### src/rtl/mem_access_ctrl_if.sv
// Data-memory request/acknowledge port between the MEM-stage access
// controller (master) and the data memory (slave).
interface mem_access_ctrl_if;
    logic        mem_req;
    logic        mem_we;
    logic [31:0] mem_addr;
    logic [31:0] mem_wdata;
    logic [3:0]  mem_be;
    logic        mem_ack;
    logic [31:0] mem_rdata;

    modport master (
        output mem_req, mem_we, mem_addr, mem_wdata, mem_be,
        input  mem_ack, mem_rdata
    );

    modport slave (
        input  mem_req, mem_we, mem_addr, mem_wdata, mem_be,
        output mem_ack, mem_rdata
    );
endinterface

### src/rtl/mem_access_ctrl.sv
// MEM-stage data-memory access sequencer. Latches the EX/MEM load/store,
// holds a req/ack transaction on the memory port, stalls the pipeline until
// the access completes or times out, and returns the load word plus a
// one-cycle bus error flag. All state moves on the falling clock edge so it
// lines up with the pipeline registers it freezes.
module mem_access_ctrl #(
    parameter int TIMEOUT = 16,
    parameter int CNT_W   = 5
) (
    input  logic                     clk,
    input  logic                     reset,
    input  logic                     exmem_mem_r,
    input  logic                     exmem_mem_w,
    input  logic                     exmem_flush,
    input  logic [31:0]              exmem_addr,
    input  logic [31:0]              exmem_wdata,
    input  logic [3:0]               exmem_byte_en,
    mem_access_ctrl_if.master        mem,
    output logic                     mem_stall,
    output logic [31:0]              mem_data,
    output logic                     bus_err
);

    typedef enum logic [1:0] {
        IDLE = 2'd0,
        BUSY = 2'd1,
        DONE = 2'd2
    } state_t;

    state_t           state;
    state_t           state_nxt;
    logic [CNT_W-1:0] cnt;
    logic             start;
    logic             timeout_hit;

    assign start       = (exmem_mem_r | exmem_mem_w) & ~exmem_flush;
    assign timeout_hit = (cnt == CNT_W'(TIMEOUT - 1));

    // Next-state and stall decode; the stall is combinational so the
    // pipeline freezes on the same edge the access is accepted.
    always_comb begin
        // NOTE: every output of this block gets a default first so no path leaves it unassigned and no latch is inferred.
        state_nxt = state;
        mem_stall = 1'b0;
        unique case (state)
            IDLE: begin
                if (start) begin
                    state_nxt = BUSY;
                    mem_stall = 1'b1;
                end
            end
            BUSY: begin
                mem_stall = 1'b1;
                if (mem.mem_ack || timeout_hit) begin
                    state_nxt = DONE;
                end
            end
            DONE:    state_nxt = IDLE;
            default: state_nxt = IDLE;
        endcase
    end

    // State, timeout counter, memory port and result registers, updated on
    // the falling edge together with the pipeline registers.
    always_ff @(negedge clk) begin
        // NOTE: non-blocking assignments keep every register reading the pre-edge values, whatever the statement order.
        if (reset) begin
            state         <= IDLE;
            cnt           <= '0;
            mem.mem_req   <= 1'b0;
            mem.mem_we    <= 1'b0;
            mem.mem_addr  <= 32'h0;
            mem.mem_wdata <= 32'h0;
            mem.mem_be    <= 4'h0;
            mem_data      <= 32'h0;
            bus_err       <= 1'b0;
        end else begin
            state   <= state_nxt;
            // bus_err is only ever set on the BUSY->DONE timeout edge, so
            // clearing it by default makes it a single DONE-cycle pulse.
            bus_err <= 1'b0;
            unique case (state)
                IDLE: begin
                    if (start) begin
                        // A request with both load and store set is a store.
                        mem.mem_req   <= 1'b1;
                        mem.mem_we    <= exmem_mem_w;
                        mem.mem_addr  <= {exmem_addr[31:2], 2'b00};
                        mem.mem_wdata <= exmem_wdata;
                        mem.mem_be    <= exmem_mem_w ? exmem_byte_en : 4'hF;
                        cnt           <= '0;
                    end
                end
                BUSY: begin
                    // A late flush cannot cancel the bus transaction; it
                    // completes and the squash is honoured downstream.
                    if (mem.mem_ack) begin
                        mem.mem_req <= 1'b0;
                        if (!mem.mem_we) begin
                            mem_data <= mem.mem_rdata;
                        end
                    end else if (timeout_hit) begin
                        mem.mem_req <= 1'b0;
                        mem_data    <= 32'h0;
                        bus_err     <= 1'b1;
                    end else begin
                        cnt <= cnt + 1'b1;
                    end
                end
                default: ;
            endcase
        end
    end

endmodule
### src/flat_wrapper.sv
// flat-port wrapper written by rule: the top's interface ports become plain ports
module mem_access_ctrl_flat 
#(
    parameter int TIMEOUT = 16,
    parameter int CNT_W   = 5
)
  (clk, reset, exmem_mem_r, exmem_mem_w, exmem_flush, exmem_addr, exmem_wdata, exmem_byte_en, mem_stall, mem_data, bus_err, mem_mem_req, mem_mem_we, mem_mem_addr, mem_mem_wdata, mem_mem_be, mem_mem_ack, mem_mem_rdata);
  mem_access_ctrl_if mem_i ();
  input  logic clk;
  input  logic reset;
  input  logic exmem_mem_r;
  input  logic exmem_mem_w;
  input  logic exmem_flush;
  input  logic [31:0] exmem_addr;
  input  logic [31:0] exmem_wdata;
  input  logic [3:0] exmem_byte_en;
  output logic mem_stall;
  output logic [31:0] mem_data;
  output logic bus_err;
  output wire logic [$bits(mem_i.mem_req)-1:0] mem_mem_req;
  output wire logic [$bits(mem_i.mem_we)-1:0] mem_mem_we;
  output wire logic [$bits(mem_i.mem_addr)-1:0] mem_mem_addr;
  output wire logic [$bits(mem_i.mem_wdata)-1:0] mem_mem_wdata;
  output wire logic [$bits(mem_i.mem_be)-1:0] mem_mem_be;
  input wire logic [$bits(mem_i.mem_ack)-1:0] mem_mem_ack;
  input wire logic [$bits(mem_i.mem_rdata)-1:0] mem_mem_rdata;
  assign mem_mem_req = mem_i.mem_req;
  assign mem_mem_we = mem_i.mem_we;
  assign mem_mem_addr = mem_i.mem_addr;
  assign mem_mem_wdata = mem_i.mem_wdata;
  assign mem_mem_be = mem_i.mem_be;
  assign mem_i.mem_ack = mem_mem_ack;
  assign mem_i.mem_rdata = mem_mem_rdata;
  mem_access_ctrl #(.TIMEOUT(TIMEOUT), .CNT_W(CNT_W)) u_core (.clk(clk), .reset(reset), .exmem_mem_r(exmem_mem_r), .exmem_mem_w(exmem_mem_w), .exmem_flush(exmem_flush), .exmem_addr(exmem_addr), .exmem_wdata(exmem_wdata), .exmem_byte_en(exmem_byte_en), .mem(mem_i), .mem_stall(mem_stall), .mem_data(mem_data), .bus_err(bus_err));
endmodule
### config.mk
export PLATFORM = sky130hd
export DESIGN_NAME = mem_access_ctrl_flat
export DESIGN_NICKNAME = d
export VERILOG_FILES = /design/src/rtl/mem_access_ctrl_if.sv /design/src/rtl/mem_access_ctrl.sv /design/src/flat_wrapper.sv
export SDC_FILE = /design/constraint.sdc
export NUM_CORES = 1
export LEC_CHECK = 0
export BUFFER_PORTS_ARGS = -buffer_cell sky130_fd_sc_hd__buf_2
export CAP_MARGIN = 5
export CELL_PAD_IN_SITES_DETAIL_PLACEMENT = 0
export CELL_PAD_IN_SITES_GLOBAL_PLACEMENT = 2
export CORE_MARGIN = 10
export CORE_UTILIZATION = 26
export CTS_CLUSTER_SIZE = 10
export DETAILED_ROUTE_END_ITERATION = 8
export GPL_TIMING_DRIVEN = 1
export PLACE_DENSITY_LB_ADDON = 0.1
export SLEW_MARGIN = 5
export SYNTH_ARGS = -nofsm -noshare
export SYNTH_HDL_FRONTEND = slang
export SYNTH_SLANG_ARGS = --single-unit
### constraint.sdc
create_clock -name clk -period 2.3 [get_ports clk]
set_clock_uncertainty 0.15 [all_clocks]
set_input_delay 0.115 -clock clk [delete_from_list [all_inputs] [get_ports clk]]
set_output_delay 0.115 -clock clk [all_outputs]
set_load 0.1 [all_outputs]
==> impl.org <==
** Logic synthesis
- After Yosys synthesis, XOR and XNOR cells account for 0% of the synthesized area.
- In the synthesized netlist the dominant register cell turns out to be sky130_fd_sc_hd__dfxtp_1.
- During synthesis, Yosys emitted a total of 0 warnings.
- Share of synthesized area occupied by flip-flops and latches :: a little under half
- In this run, synthesis produced a sequential element count of between 100 and 150.
- Complex-gate fraction of the synthesized area :: 26.6%
- Cell area after synthesis :: 4510 sq um
- Number of unique standard cell types used by synthesis :: 37
- Mean instance size in the synthesized netlist :: slightly below 9 sq um
- The synthesized netlist devotes 0.831% of its cell area to adder and majority cells.
- Number of synthesized flops with an enable pin :: 0
- Largest family of logic cells by synthesized area :: compound AO/OA/AOI/OAI gates
- Ys async rst share :: 0%
- Mux share of post-synthesis cell area :: 0%
- Of the total synthesized cell area, the portion taken by AND, OR, NAND and NOR gates is ~17%.
- In the synthesized netlist, the number of instances is 518.

** Critical path
- The worst register-to-register path begins at u_core.cnt[0].
- Critical Path AT :: approximately 2.4 ns
- Number of cell instances on the worst register-to-register path :: 6
- Peak per-stage delay on the critical path :: approximately 0.36 ns
- The worst setup path is launched from a flip-flop.
- Type of destination of the critical path :: output port
- Series of cell instances along the critical path :: nor3_4 -> nor3_4 -> buf_12
- The critical path is of the reg2out type.
- R2r setup slk :: between 0.2 and 0.3 ns
- Cell with the biggest individual delay on the critical path :: sky130_fd_sc_hd__dfxtp_4
- Worst setup path startpoint :: u_core.state[0]
- Worst endpoint required time :: between 2 and 2.5 ns
- Of all nets on the critical path, the largest fanout is 3.
- The most numerous cell type found on the critical path is sky130_fd_sc_hd__nor3_4.
- The worst register-to-register path ends at u_core.cnt[1].
- The critical path ends at mem_stall.

** Timing
- Setup violations remaining at the end of the flow were counted as ~100.
- Final WS setup :: -0.378 ns
- Adding up every negative setup slack in the final design gives -3.94 ns.
- Max Transition Viols Final :: 0
- Headroom to the max-slew limit came out at approximately 60%.
- For the pin with the worst max-slew slack, the measured transition is 0.621 ns.
- Final hold viol count :: 0
- Unrepaired setup endpoints after global routing :: true
- Final-layout worst hold slack :: between 0.3 and 0.4 ns

** Detailed routing
- The routed layout has around 5.2k vias.
- Summed over all layers, the routed wires come to about 18000 microns.
- The detailed router finished its first iteration with 203 violations.
- DRC Markers :: 0
- DRT Pass-1 Iters :: 4
- Top layer reached by signal wires :: met5
- Met1 routed wirelength after detailed routing :: roughly 6900 microns
- In the detailed route, the total length drawn on met3 is approximately 2100 microns.
- In the final routed layout, each cell accounts on average for 17.3 microns.
- In the detailed route, the total length drawn on met2 is about 8800 microns.
- Once detail routing completed, the nets flagged for antenna violations numbered 0.
- Avg Vias per Cell :: 4.93

** Cells and area
- From synthesis to final layout, the design area changed by 84.5%.
- In the final layout, the multi-input gates occupy approximately 2000 sq um.
- Filler cells :: around 1.7k
- After the last flow step, the layout net total stands at between 900 and 1k.
- Summing all flip-flop and latch instances after layout gives between 2000 and 2500 sq um.
- Antenna cell count :: 0
- The post-route netlist has between 40% and 50% of its cells at a drive strength greater than 1.

** Clock tree
- The root buffer cell chosen for the clock tree is sky130_fd_sc_hd__clkbuf_16.
- In this run the deepest clock path goes through 2 buffers.
- In this run, CTS created clock tree buffers numbering 9.
- After clock tree synthesis, the clock-pin slew on the worst setup and hold paths is roughly 0.030 ns.
- TritonCTS built the clock tree.
- The tree built by TritonCTS fans out to roughly 110 sinks.
- Clock latency at the later pin of the worst-skew pair :: approximately 0.4 ns
- In this run the number of H-tree levels came out at 3.

** Global route
- Remaining global-route overflow :: 0
- Number of antenna violations at the first check in global routing :: 3
- Via count of the first global-routing pass :: ~5.6k
- Global routing used between 10% and 20% of the available tracks.
- Entering global routing, the biggest net connects 69 pins.
- First-pass GRT wire length :: 28200 microns

** Pwr
- Pwr dens :: ~710 nW/um^2
- The worst-case IR drop observed on VDD is around 0.37 mV.
- Proportion of power drawn by combinational gates :: between 20% and 30%
- Fraction of power spent switching nets :: between 30% and 40%
- For this design the total switching power over the nets is 2.36 mW.
- Proportion of power drawn by the clock network :: ~36%
- Leak Pwr :: 3.61 nW
- Cell internal power was estimated by the tool at ~3.6 mW.
- Registers are responsible for between 30% and 40% of the overall power.

** Die
- FP Rows :: 48
- Initial core utilization :: about a quarter
- In this run the horizontal extent of the chip is around 150 microns.
- During I/O placement, the number of pins put on the boundary was 210.
- Core outline area :: 17200 sq um
- Vert. Die Dim :: between 150 and 200 microns
- Die area :: about 23000 sq um

** Run
- Count of maximum capacitance violations :: 0

** Placement
- Count of buffers from port buffering :: between 200 and 250
- Last weighted congestion value of the routability-driven placer :: 0.747
- After legalization and detailed placement, the total HPWL measured 12400 microns.

** Status
- The run finished, with violations left.
- Failing checks :: negative setup slack

** Min path
- Kind of path behind the tightest hold check :: reg2reg
[worst min-delay path by stage]
stage,from,endpoint,slack [ns],depth (start not counted)
global placement,u_core.mem_data[28],u_core.mem_data[28],0.32,2
CTS,u_core.mem_data[10],u_core.mem_data[10],0.33,2
global route,u_core.mem_data[19],u_core.mem_data[19],0.35,2
floorplan,u_core.cnt[1],u_core.cnt[1],0.30,2
finish,u_core.cnt[1],u_core.cnt[1],0.33,2
detailed placement,u_core.cnt[1],u_core.cnt[1],0.33,2
[cell usage in the layout, fill, tap and decap left out, types with 2 or more instances in the layout]
cell type                    count
sky130_fd_sc_hd__a21oi_1       101
sky130_fd_sc_hd__a311oi_1        5
sky130_fd_sc_hd__and3_1          2
sky130_fd_sc_hd__buf_12        112
sky130_fd_sc_hd__buf_2         102
sky130_fd_sc_hd__buf_4          37
sky130_fd_sc_hd__clkbuf_16       9
sky130_fd_sc_hd__clkinvlp_2      4
sky130_fd_sc_hd__conb_1          2
sky130_fd_sc_hd__dfxtp_1         6
sky130_fd_sc_hd__dfxtp_2        97
sky130_fd_sc_hd__dfxtp_4         5
sky130_fd_sc_hd__ha_1            3
sky130_fd_sc_hd__inv_1         114
sky130_fd_sc_hd__nand2_1         2
sky130_fd_sc_hd__nand2b_1        4
sky130_fd_sc_hd__nand3_1        63
sky130_fd_sc_hd__nand4b_1       32
sky130_fd_sc_hd__nor2_1          3
sky130_fd_sc_hd__nor2b_2         2
sky130_fd_sc_hd__nor3_4          2
sky130_fd_sc_hd__o21ai_0        64
sky130_fd_sc_hd__o31ai_1        32
sky130_fd_sc_hd__o32ai_1         2
sky130_fd_sc_hd__or2_2           3
[through the flow]
step / area [sq um] / worst slack, ns / instances / power [mW] / utilization [%]
floorplan: 4730 / -0.444 / 519 / 3.41 / -
global placement: 7540 / -0.140 / 912 / 4.09 / 43.9
detailed placement: 7540 / -0.162 / 912 / 4.10 / 43.9
CTS: 8270 / -0.413 / 1043 / 6.07 / 48.1
global route: 8330 / -0.441 / 1050 / 6.36 / 48.5
finish: 8330 / -0.378 / 1050 / 5.92 / 48.5
[repair_timing]
item | in CTS | in global routing
setup endpoints to repair | 102 | 102
hold buffers | 0 | 0
setup buffers | 10 | 7
cloned | 0 | 0
pin swaps | 2 | 0
gates resized for setup | 1 | 4
[critical path, delay by kind of cell (launching register included)]
kind | cells | cell delay [ns]
flip-flops | 1 | 0.36
buffers and inverters | 1 | 0.21
AND/OR/NAND/NOR | 2 | 0.29
[sequential cells by signal, indices dropped and copies added, names as in the netlist]
name,flops
u_core.mem.mem_wdata,32
u_core.mem_data,32
u_core.mem.mem_addr,30
u_core.cnt,5
u_core.mem.mem_be,4
u_core.state,2
u_core.bus_err,1
u_core.mem.mem_req,1
u_core.mem.mem_we,1
[power by group through the flow]
stage	clock network (mW)	registers (mW)	logic (mW)
finish	2.13	2.10	1.69
global route	2.49	2.11	1.77
CTS	2.27	2.10	1.70
detailed placement	0.287	2.13	1.68
global placement	0.287	2.13	1.67
floorplan	0.287	2.75	0.377
[final cells by class]
cell class / instances / share of cell area (%)
well taps: 225 / 3.38
multi-input cells: 338 / 24.4
repair buffers: 251 / 36.4
clock buffers: 9 / 2.70
flip-flops and latches: 108 / 27.6
clock inverters: 113 / 5.18
inverters: 6 / 0.270
[synth_stat cells, types with 5 or more instances]
cell type / count / area, sq um
sky130_fd_sc_hd__inv_1: 7 / 26.3
sky130_fd_sc_hd__nand3_1: 63 / 315
sky130_fd_sc_hd__clkbuf_1: 24 / 90.1
sky130_fd_sc_hd__buf_2: 25 / 125
sky130_fd_sc_hd__o31ai_1: 32 / 240
sky130_fd_sc_hd__clkbuf_2: 6 / 30.0
sky130_fd_sc_hd__o21ai_0: 64 / 320
sky130_fd_sc_hd__a311oi_1: 5 / 43.8
sky130_fd_sc_hd__nand4b_1: 32 / 280
sky130_fd_sc_hd__buf_4: 8 / 60.1
sky130_fd_sc_hd__dfxtp_1: 108 / 2160
sky130_fd_sc_hd__a21oi_1: 101 / 505
[logic make-up after synthesis]
kind of cell	after synthesis
AOI/OAI and AO/OA	212
buffers and inverters	73
DFF	108
adders and majority gates	3
and+or+nand+nor	121
other	1
[layer usage]
metal  vias to the layer above  GRT usage [%]
li1                       2502              -
met3                        20           9.36
met2                       190           24.3
met4                         4           7.48
met1                      2462           15.6
met5                         -              0
Note: power is estimated with default switching activity, not from simulation.
